File: src/rtl/shk_pkg.sv
// Shared types and width helpers for the shk handshake arbiter.
// Width helpers are functions so each module can size itself from its own parameters.
package shk_pkg;

  typedef enum logic {
    S_IDLE = 1'b0,
    S_LOCK = 1'b1
  } state_e;

  // Channel-index width (CH_W); never below one bit.
  function automatic int ch_w(input int p_ch);
    return (p_ch > 1) ? $clog2(p_ch) : 1;
  endfunction

  // Outstanding-count width (CNT_W); must hold the value p_outs itself.
  function automatic int cnt_w(input int p_outs);
    return $clog2(p_outs + 1);
  endfunction

endpackage

File: src/rtl/shk_id_fifo.sv
// Outstanding-request ID FIFO: records which channel issued each downstream beat.
// Pointers carry an extra wrap bit so full and empty are distinguishable without a counter.
module shk_id_fifo
  import shk_pkg::*;
#(
  parameter int P_DEPTH = 8,
  parameter int P_W     = 2
) (
  input  logic                        i_clk,
  input  logic                        i_rst_n,
  input  logic                        i_push,
  input  logic                        i_pop,
  input  logic [P_W-1:0]              i_din,
  output logic [P_W-1:0]              o_dout,
  output logic                        o_full,
  output logic                        o_empty,
  output logic [cnt_w(P_DEPTH)-1:0]   o_count
);

  localparam int PTR_W = $clog2(P_DEPTH);

  logic [P_W-1:0] r_mem [P_DEPTH];
  logic [PTR_W:0] r_wr_ptr;
  logic [PTR_W:0] r_rd_ptr;
  logic [PTR_W:0] w_count;
  logic           w_do_push;
  logic           w_do_pop;

  assign w_count   = r_wr_ptr - r_rd_ptr;
  assign o_count   = w_count;
  assign o_full    = (w_count == (PTR_W+1)'(P_DEPTH));
  assign o_empty   = (w_count == '0);
  assign w_do_push = i_push & ~o_full;
  assign w_do_pop  = i_pop & ~o_empty;
  assign o_dout    = r_mem[r_rd_ptr[PTR_W-1:0]];

  // NOTE: sequential state is updated with <= so every flop samples pre-edge values.
  always_ff @(posedge i_clk or negedge i_rst_n) begin
    if (!i_rst_n) begin
      r_wr_ptr <= '0;
      r_rd_ptr <= '0;
    end else begin
      if (w_do_push) r_wr_ptr <= r_wr_ptr + 1'b1;
      if (w_do_pop)  r_rd_ptr <= r_rd_ptr + 1'b1;
    end
  end

  // NOTE: storage is not reset; entries are only read once the pointers mark them valid.
  always_ff @(posedge i_clk) begin
    if (w_do_push) r_mem[r_wr_ptr[PTR_W-1:0]] <= i_din;
  end

endmodule

File: src/rtl/shk_arbiter.sv
// Frame-locked round-robin arbiter merging P_CH shk masters onto one shk slave,
// routing in-order responses back to the issuing channel via an ID FIFO.
module shk_arbiter
  import shk_pkg::*;
#(
  parameter int P_CH   = 4,
  parameter int P_DW   = 32,
  parameter int P_AW   = 32,
  parameter int P_OUTS = 8
) (
  input  logic                       i_sys_clk,
  input  logic                       i_sys_resetn,
  input  logic [P_CH-1:0]            i_up_shk_valid,
  input  logic [P_CH-1:0]            i_up_shk_msync,
  input  logic [P_CH*P_DW-1:0]       i_up_shk_mdata,
  input  logic [P_CH*P_AW-1:0]       i_up_shk_maddr,
  output logic [P_CH-1:0]            o_up_shk_ready,
  output logic [P_CH-1:0]            o_up_shk_ssync,
  output logic [P_DW-1:0]            o_up_shk_sdata,
  output logic [P_AW-1:0]            o_up_shk_saddr,
  output logic                       o_dn_shk_valid,
  output logic                       o_dn_shk_msync,
  output logic [P_DW-1:0]            o_dn_shk_mdata,
  output logic [P_AW-1:0]            o_dn_shk_maddr,
  input  logic                       i_dn_shk_ready,
  input  logic                       i_dn_shk_ssync,
  input  logic [P_DW-1:0]            i_dn_shk_sdata,
  input  logic [P_AW-1:0]            i_dn_shk_saddr,
  output logic [cnt_w(P_OUTS)-1:0]   o_outstanding,
  output logic                       o_err_orphan
);

  localparam int CH_W  = ch_w(P_CH);
  localparam int CNT_W = cnt_w(P_OUTS);

  state_e            r_state;
  state_e            w_next_state;
  logic [CH_W-1:0]   r_grant;
  logic [CH_W-1:0]   r_rr_ptr;
  logic [CH_W-1:0]   w_pick;
  logic [CH_W-1:0]   w_rr_next;
  logic              w_any;
  logic              w_sel_valid;
  logic              w_sel_msync;
  logic [P_DW-1:0]   w_sel_mdata;
  logic [P_AW-1:0]   w_sel_maddr;
  logic              w_hs;
  logic              w_pop;
  logic              w_fifo_full;
  logic              w_fifo_empty;
  logic [CH_W-1:0]   w_fifo_dout;
  logic [CNT_W-1:0]  w_count;
  logic [P_CH-1:0]   r_ssync;
  logic [P_DW-1:0]   r_sdata;
  logic [P_AW-1:0]   r_saddr;
  logic              r_orphan;

  // Round-robin pick: scan offsets high to low so the nearest requester at/after rr_ptr wins.
  always_comb begin
    w_any  = 1'b0;
    w_pick = '0;
    for (int i = P_CH-1; i >= 0; i--) begin
      if (i_up_shk_valid[(int'(r_rr_ptr) + i) % P_CH]) begin
        w_any  = 1'b1;
        w_pick = CH_W'((int'(r_rr_ptr) + i) % P_CH);
      end
    end
  end

  always_comb begin
    w_sel_valid = 1'b0;
    w_sel_msync = 1'b0;
    w_sel_mdata = '0;
    w_sel_maddr = '0;
    for (int k = 0; k < P_CH; k++) begin
      if (int'(r_grant) == k) begin
        w_sel_valid = i_up_shk_valid[k];
        w_sel_msync = i_up_shk_msync[k];
        w_sel_mdata = i_up_shk_mdata[k*P_DW +: P_DW];
        w_sel_maddr = i_up_shk_maddr[k*P_AW +: P_AW];
      end
    end
  end

  assign o_dn_shk_msync = w_sel_msync;
  assign o_dn_shk_mdata = w_sel_mdata;
  assign o_dn_shk_maddr = w_sel_maddr;
  assign w_hs           = o_dn_shk_valid & i_dn_shk_ready;
  assign w_rr_next      = (r_grant == CH_W'(P_CH-1)) ? '0 : r_grant + 1'b1;

  // NOTE: every signal driven here gets a default first, so no path leaves a latch.
  always_comb begin
    w_next_state   = r_state;
    o_dn_shk_valid = 1'b0;
    o_up_shk_ready = '0;
    case (r_state)
      S_IDLE: begin
        if (w_any) w_next_state = S_LOCK;
      end
      S_LOCK: begin
        o_dn_shk_valid          = w_sel_valid & ~w_fifo_full;
        o_up_shk_ready[r_grant] = i_dn_shk_ready & ~w_fifo_full;
        if (w_hs && w_sel_msync) w_next_state = S_IDLE;
      end
      default: w_next_state = S_IDLE;
    endcase
  end

  always_ff @(posedge i_sys_clk or negedge i_sys_resetn) begin
    if (!i_sys_resetn) begin
      r_state  <= S_IDLE;
      r_grant  <= '0;
      r_rr_ptr <= '0;
    end else begin
      r_state <= w_next_state;
      if (r_state == S_IDLE && w_any) r_grant  <= w_pick;
      if (w_hs && w_sel_msync)        r_rr_ptr <= w_rr_next;
    end
  end

  // Full is judged on the current count, so a same-cycle pop never admits an extra push.
  shk_id_fifo #(
    .P_DEPTH (P_OUTS),
    .P_W     (CH_W)
  ) u_id_fifo (
    .i_clk   (i_sys_clk),
    .i_rst_n (i_sys_resetn),
    .i_push  (w_hs),
    .i_pop   (w_pop),
    .i_din   (r_grant),
    .o_dout  (w_fifo_dout),
    .o_full  (w_fifo_full),
    .o_empty (w_fifo_empty),
    .o_count (w_count)
  );

  assign w_pop         = i_dn_shk_ssync & ~w_fifo_empty;
  assign o_outstanding = w_count;

  always_ff @(posedge i_sys_clk or negedge i_sys_resetn) begin
    if (!i_sys_resetn) begin
      r_ssync  <= '0;
      r_sdata  <= '0;
      r_saddr  <= '0;
      r_orphan <= 1'b0;
    end else begin
      r_ssync <= w_pop ? (P_CH'(1) << w_fifo_dout) : '0;
      if (w_pop) begin
        r_sdata <= i_dn_shk_sdata;
        r_saddr <= i_dn_shk_saddr;
      end
      if (i_dn_shk_ssync && w_fifo_empty) r_orphan <= 1'b1;
    end
  end

  assign o_up_shk_ssync = r_ssync;
  assign o_up_shk_sdata = r_sdata;
  assign o_up_shk_saddr = r_saddr;
  assign o_err_orphan   = r_orphan;

endmodule

File: config.mk
export PLATFORM = sky130hd
export DESIGN_NAME = shk_arbiter
export DESIGN_NICKNAME = d
export VERILOG_FILES = /design/src/rtl/shk_pkg.sv /design/src/rtl/shk_id_fifo.sv /design/src/rtl/shk_arbiter.sv
export SDC_FILE = /design/constraint.sdc
export NUM_CORES = 1
export LEC_CHECK = 0
export ABC_AREA = 1
export BUFFER_PORTS_ARGS = -buffer_cell sky130_fd_sc_hd__buf_4
export CELL_PAD_IN_SITES_DETAIL_PLACEMENT = 0
export CELL_PAD_IN_SITES_GLOBAL_PLACEMENT = 1
export CORE_AREA = 2 2 185 187
export CTS_BUF_LIST = sky130_fd_sc_hd__clkbuf_4 sky130_fd_sc_hd__clkbuf_8
export DETAILED_ROUTE_END_ITERATION = 8
export DIE_AREA = 0 0 187 189
export PLACE_DENSITY = 0.68
export SYNTH_ARGS = -nofsm -noshare
export SYNTH_HDL_FRONTEND = slang
export SYNTH_SLANG_ARGS = --single-unit
File: constraint.sdc
create_clock -name i_sys_clk -period 2.49 [get_ports i_sys_clk]
set_clock_uncertainty 0.1 [all_clocks]
set_input_delay 0.1245 -clock i_sys_clk [delete_from_list [all_inputs] [get_ports i_sys_clk]]
set_output_delay 0.1245 -clock i_sys_clk [all_outputs]
set_load 0.02 [all_outputs]
==> impl_metrics.json <==
{
  "finalSetupViolations": 7,
  "rr_endpoint": "u_id_fifo.r_mem[1][0]",
  "num_io_pins": 475,
  "rows": 67,
  "hp-start": "i_dn_shk_ready",
  "max-cap-violations": 0,
  "synth_edf_count": 16,
  "synth_seq_cells": 98,
  "grt_pass1_vias": 8375,
  "p_leak_nw": 6.157,
  "grt_util_all_layers": 0.1795,
  "placed_area_mm2": 0.01048,
  "crit_chain": "inv_4, ha_4, inv_4, fa_2, or2_0, nor2_2, nand3_4, nand3_4, nor2_1, buf_4",
  "yosysSeqAreaShare": 0.4046,
  "syn_nets": 1284,
  "relSlewSlack": 0.6758,
  "gp_congestion": 0.8509,
  "tightest_slew_ns": 0.4864,
  "crit_type": "flip-flop to primary output",
  "grt_antenna_before_repair": 6,
  "worstSkewPairLatency_ns": 0.38,
  "multiInputGateArea_mm2": 0.003585,
  "final_cell_area_mm2": 0.01216,
  "r2r_slack_ns": 0,
  "synth_most_common_cell": "nand2_1",
  "drc": 0,
  "layout.cells.non_filler": 1957,
  "crit_buf_inv": 3,
  "start_util": 0.1881,
  "cts_tree": "built",
  "rsz0062_at_grt": "yes",
  "startpoint_type": "flip-flop",
  "arrival_ns": 2.33,
  "setup_slack_ns": -0.06239,
  "path_delay_family": "simple AND/OR/NAND/NOR gates",
  "regArea_mm2": 0.002535,
  "syn_area_mm2": 0.006260,
  "ir_worst_vdd_mv": 0.5706,
  "vias_per_cell": 4.299,
  "power_density_mw_per_mm2": 1317,
  "drt_pass1_iterations": 4,
  "nets": 1842,
  "holdPathStages": 4,
  "vias": 8414,
  "fp.dieH_um": 189,
  "cts_inserted_buffers": 9,
  "drtIter0Drc": 235,
  "cp-end-kind": "primary output",
  "synth_top_area_frac": 0.3278,
  "whs_endpoint": "r_rr_ptr[1]",
  "clkTransAtPathRegs_ns": 0.10,
  "slowest_delay_ns": 0.44,
  "async_flop_share": 0.8367,
  "antenna_left": 0,
  "cts.path.max_buffers": 2,
  "hp-class": "input pin to flip-flop",
  "syn_inst": 942,
  "netlist_top_cells_area": "dfrtp_1, nand2_1, o21ai_0",
  "cts_num_sinks": 98,
  "wl_per_cell_um": 17.82,
  "grt_pass1_wl_mm": 48.77,
  "crit_path_max_fanout": 4,
  "violations": "negative setup slack",
  "dieArea_mm2": 0.03534,
  "routed_wl_mm": 34.87,
  "fillers": 3518,
  "ys_warn_count": 0,
  "synth_common_cells": "nand2_1, o21ai_0, dfrtp_1",
  "yosysTopAreaCell": "dfrtp_1",
  "fin_crit_ns": 2.552,
  "hold_violations": 0,
  "grt_overflow": 0,
  "grt_max_degree": 72,
  "clockRootBuffer": "clkbuf_8",
  "status": "finished with violations",
  "syn_to_final_growth_pct": 94.22,
  "ys_types": 32,
  "dieWidth_um": 187,
  "reg2reg_depth": 11,
  "fmax_mhz": 391.8,
  "cts_htree_levels": 3,
  "core_region_area_mm2": 0.03328,
  "port_buffers": 474,
  "required_ns": 2.27,
  "finalMaxSlewViolations": 0,
  "drive_above_1_share": 0.4053,
  "period_share": 1.025,
  "dp_hpwl_mm": 25.95,
  "dp_cells": 1836,
  "reg2reg_from": "u_id_fifo.r_wr_ptr[0]",
  "dominantRegCellSynth": "dfrtp_1",
  "critPathSlowestCell": "dfrtp_2",
  "syn_avg_cell_area_um2": 6.645
}
## where the power goes
| part | internal [mW] | total [mW] | switching (mW) |
|---|---|---|---|
| logic | 5.18 | 12.4 | 7.18 |
| clock network | 0.382 | 0.994 | 0.612 |
| registers | 2.25 | 2.67 | 0.420 |
## cell families (layout without fill, tap and decap cells)
group,Yosys count,in the layout,synth area share
and+or+nand+nor,522,522,0.3244
buffers and inverters,88,651,0.06536
other,0,4,0
DFF,98,98,0.4046
AOI/OAI and AO/OA,217,217,0.1747
xor gates and xnor gates,7,7,0.009794
adders and majority gates,10,10,0.02119
## sequential cells by signal, indices dropped and copies added, names as in the netlist
name and cells:
o_up_shk_saddr 32, o_up_shk_ssync 4, r_rr_ptr 2, r_state 1, u_id_fifo.r_rd_ptr 4, o_err_orphan 1, u_id_fifo.r_mem 16, o_up_shk_sdata 32
u_id_fifo.r_wr_ptr 4, r_grant 2
## final cells by class
type	instances	area share
Antenna cell	4	0.0008233
Multi-Input combinational cell	756	0.2948
Inverter	29	0.01060
Clock inverter	7	0.004734
Timing Repair Buffer	606	0.4242
Tap cell	448	0.04610
Clock buffer	9	0.01019
Sequential cell	98	0.2085
## metal layers
layer,GRT usage,wire (um),up-vias,part of all wire
met5,0,13,-,0.00037
met4,0.09371,1632,2,0.047
met3,0.05357,2793,63,0.080
met2,0.3261,17710,341,0.51
met1,0.1870,12720,3848,0.36
li1,-,-,4160,-
## cells in the final DEF, fill, tap and decap left out, types with 4 or more instances in the layout
cell type	n
nor3_4	6
ha_4	6
clkbuf_8	9
o21ai_1	24
buf_6	14
edfxtp_1	16
xnor2_1	4
nand2_2	10
clkbuf_16	8
diode_2	4
inv_1	22
dfrtp_1	80
o21ai_2	4
inv_4	5
nand3_1	12
a21oi_1	71
o21ai_0	116
nand2_1	447
inv_6	5
nor2_2	6
dlygate4sd3_1	66
buf_4	499
nor2_1	24
buf_12	14
## per-stage QoR
step | setup TNS [ns] | setup WS [ns] | hold slack (ns) | util | total power, mW
global route | -1.328 | -0.1653 | 0.08524 | 0.3652 | 17.18
detailed placement | 0 | 0.02173 | 0.002842 | 0.3149 | 13.45
CTS | -1.774 | -0.09632 | 0.04298 | 0.3476 | 15.16
floorplan | 0 | 0.002218 | -0.2711 | - | 8.585
finish | -0.2240 | -0.06239 | 0.05958 | 0.3653 | 16.01
global placement | 0 | 0.002002 | -0.001808 | 0.3149 | 13.42
## worst max-delay path by stage
stage	startpoint	end	slack [ns]	depth (start not counted)
2_1_floorplan	u_id_fifo.r_wr_ptr[0]	u_id_fifo.r_mem[1][0]	0.002	10
3_3_place_gp	r_grant[0]	o_dn_shk_maddr[2]	0.002	11
3_5_place_dp	r_grant[0]	o_dn_shk_maddr[2]	0.02	11
4_1_cts	u_id_fifo.r_wr_ptr[0]	o_up_shk_ready[2]	-0.1	10
5_1_grt	u_id_fifo.r_wr_ptr[0]	o_up_shk_ready[3]	-0.17	10
6_report	u_id_fifo.r_wr_ptr[0]	o_up_shk_ready[3]	-0.06	10
## worst register-to-register path, cell delays in order (launching register included)
cell	delay [ns]
dfrtp_2	0.44
inv_4	0.07
ha_4	0.13
inv_4	0.03
fa_2	0.52
or2_0	0.12
nor2_2	0.06
nand3_4	0.11
buf_6	0.12
nand3_4	0.09
buf_12	0.17
nor3_4	0.22
## repair_timing
item                                    in CTS  in global routing
endpoints found under the setup margin      66                154
resized for setup                           48                 66
pin swaps                                   10                 15
hold buffers                                66                  0
cloned                                       2                 11
buffers inserted                             8                 16
hold endpoints to repair                    99                  0
(Power assumes the default switching activity.)
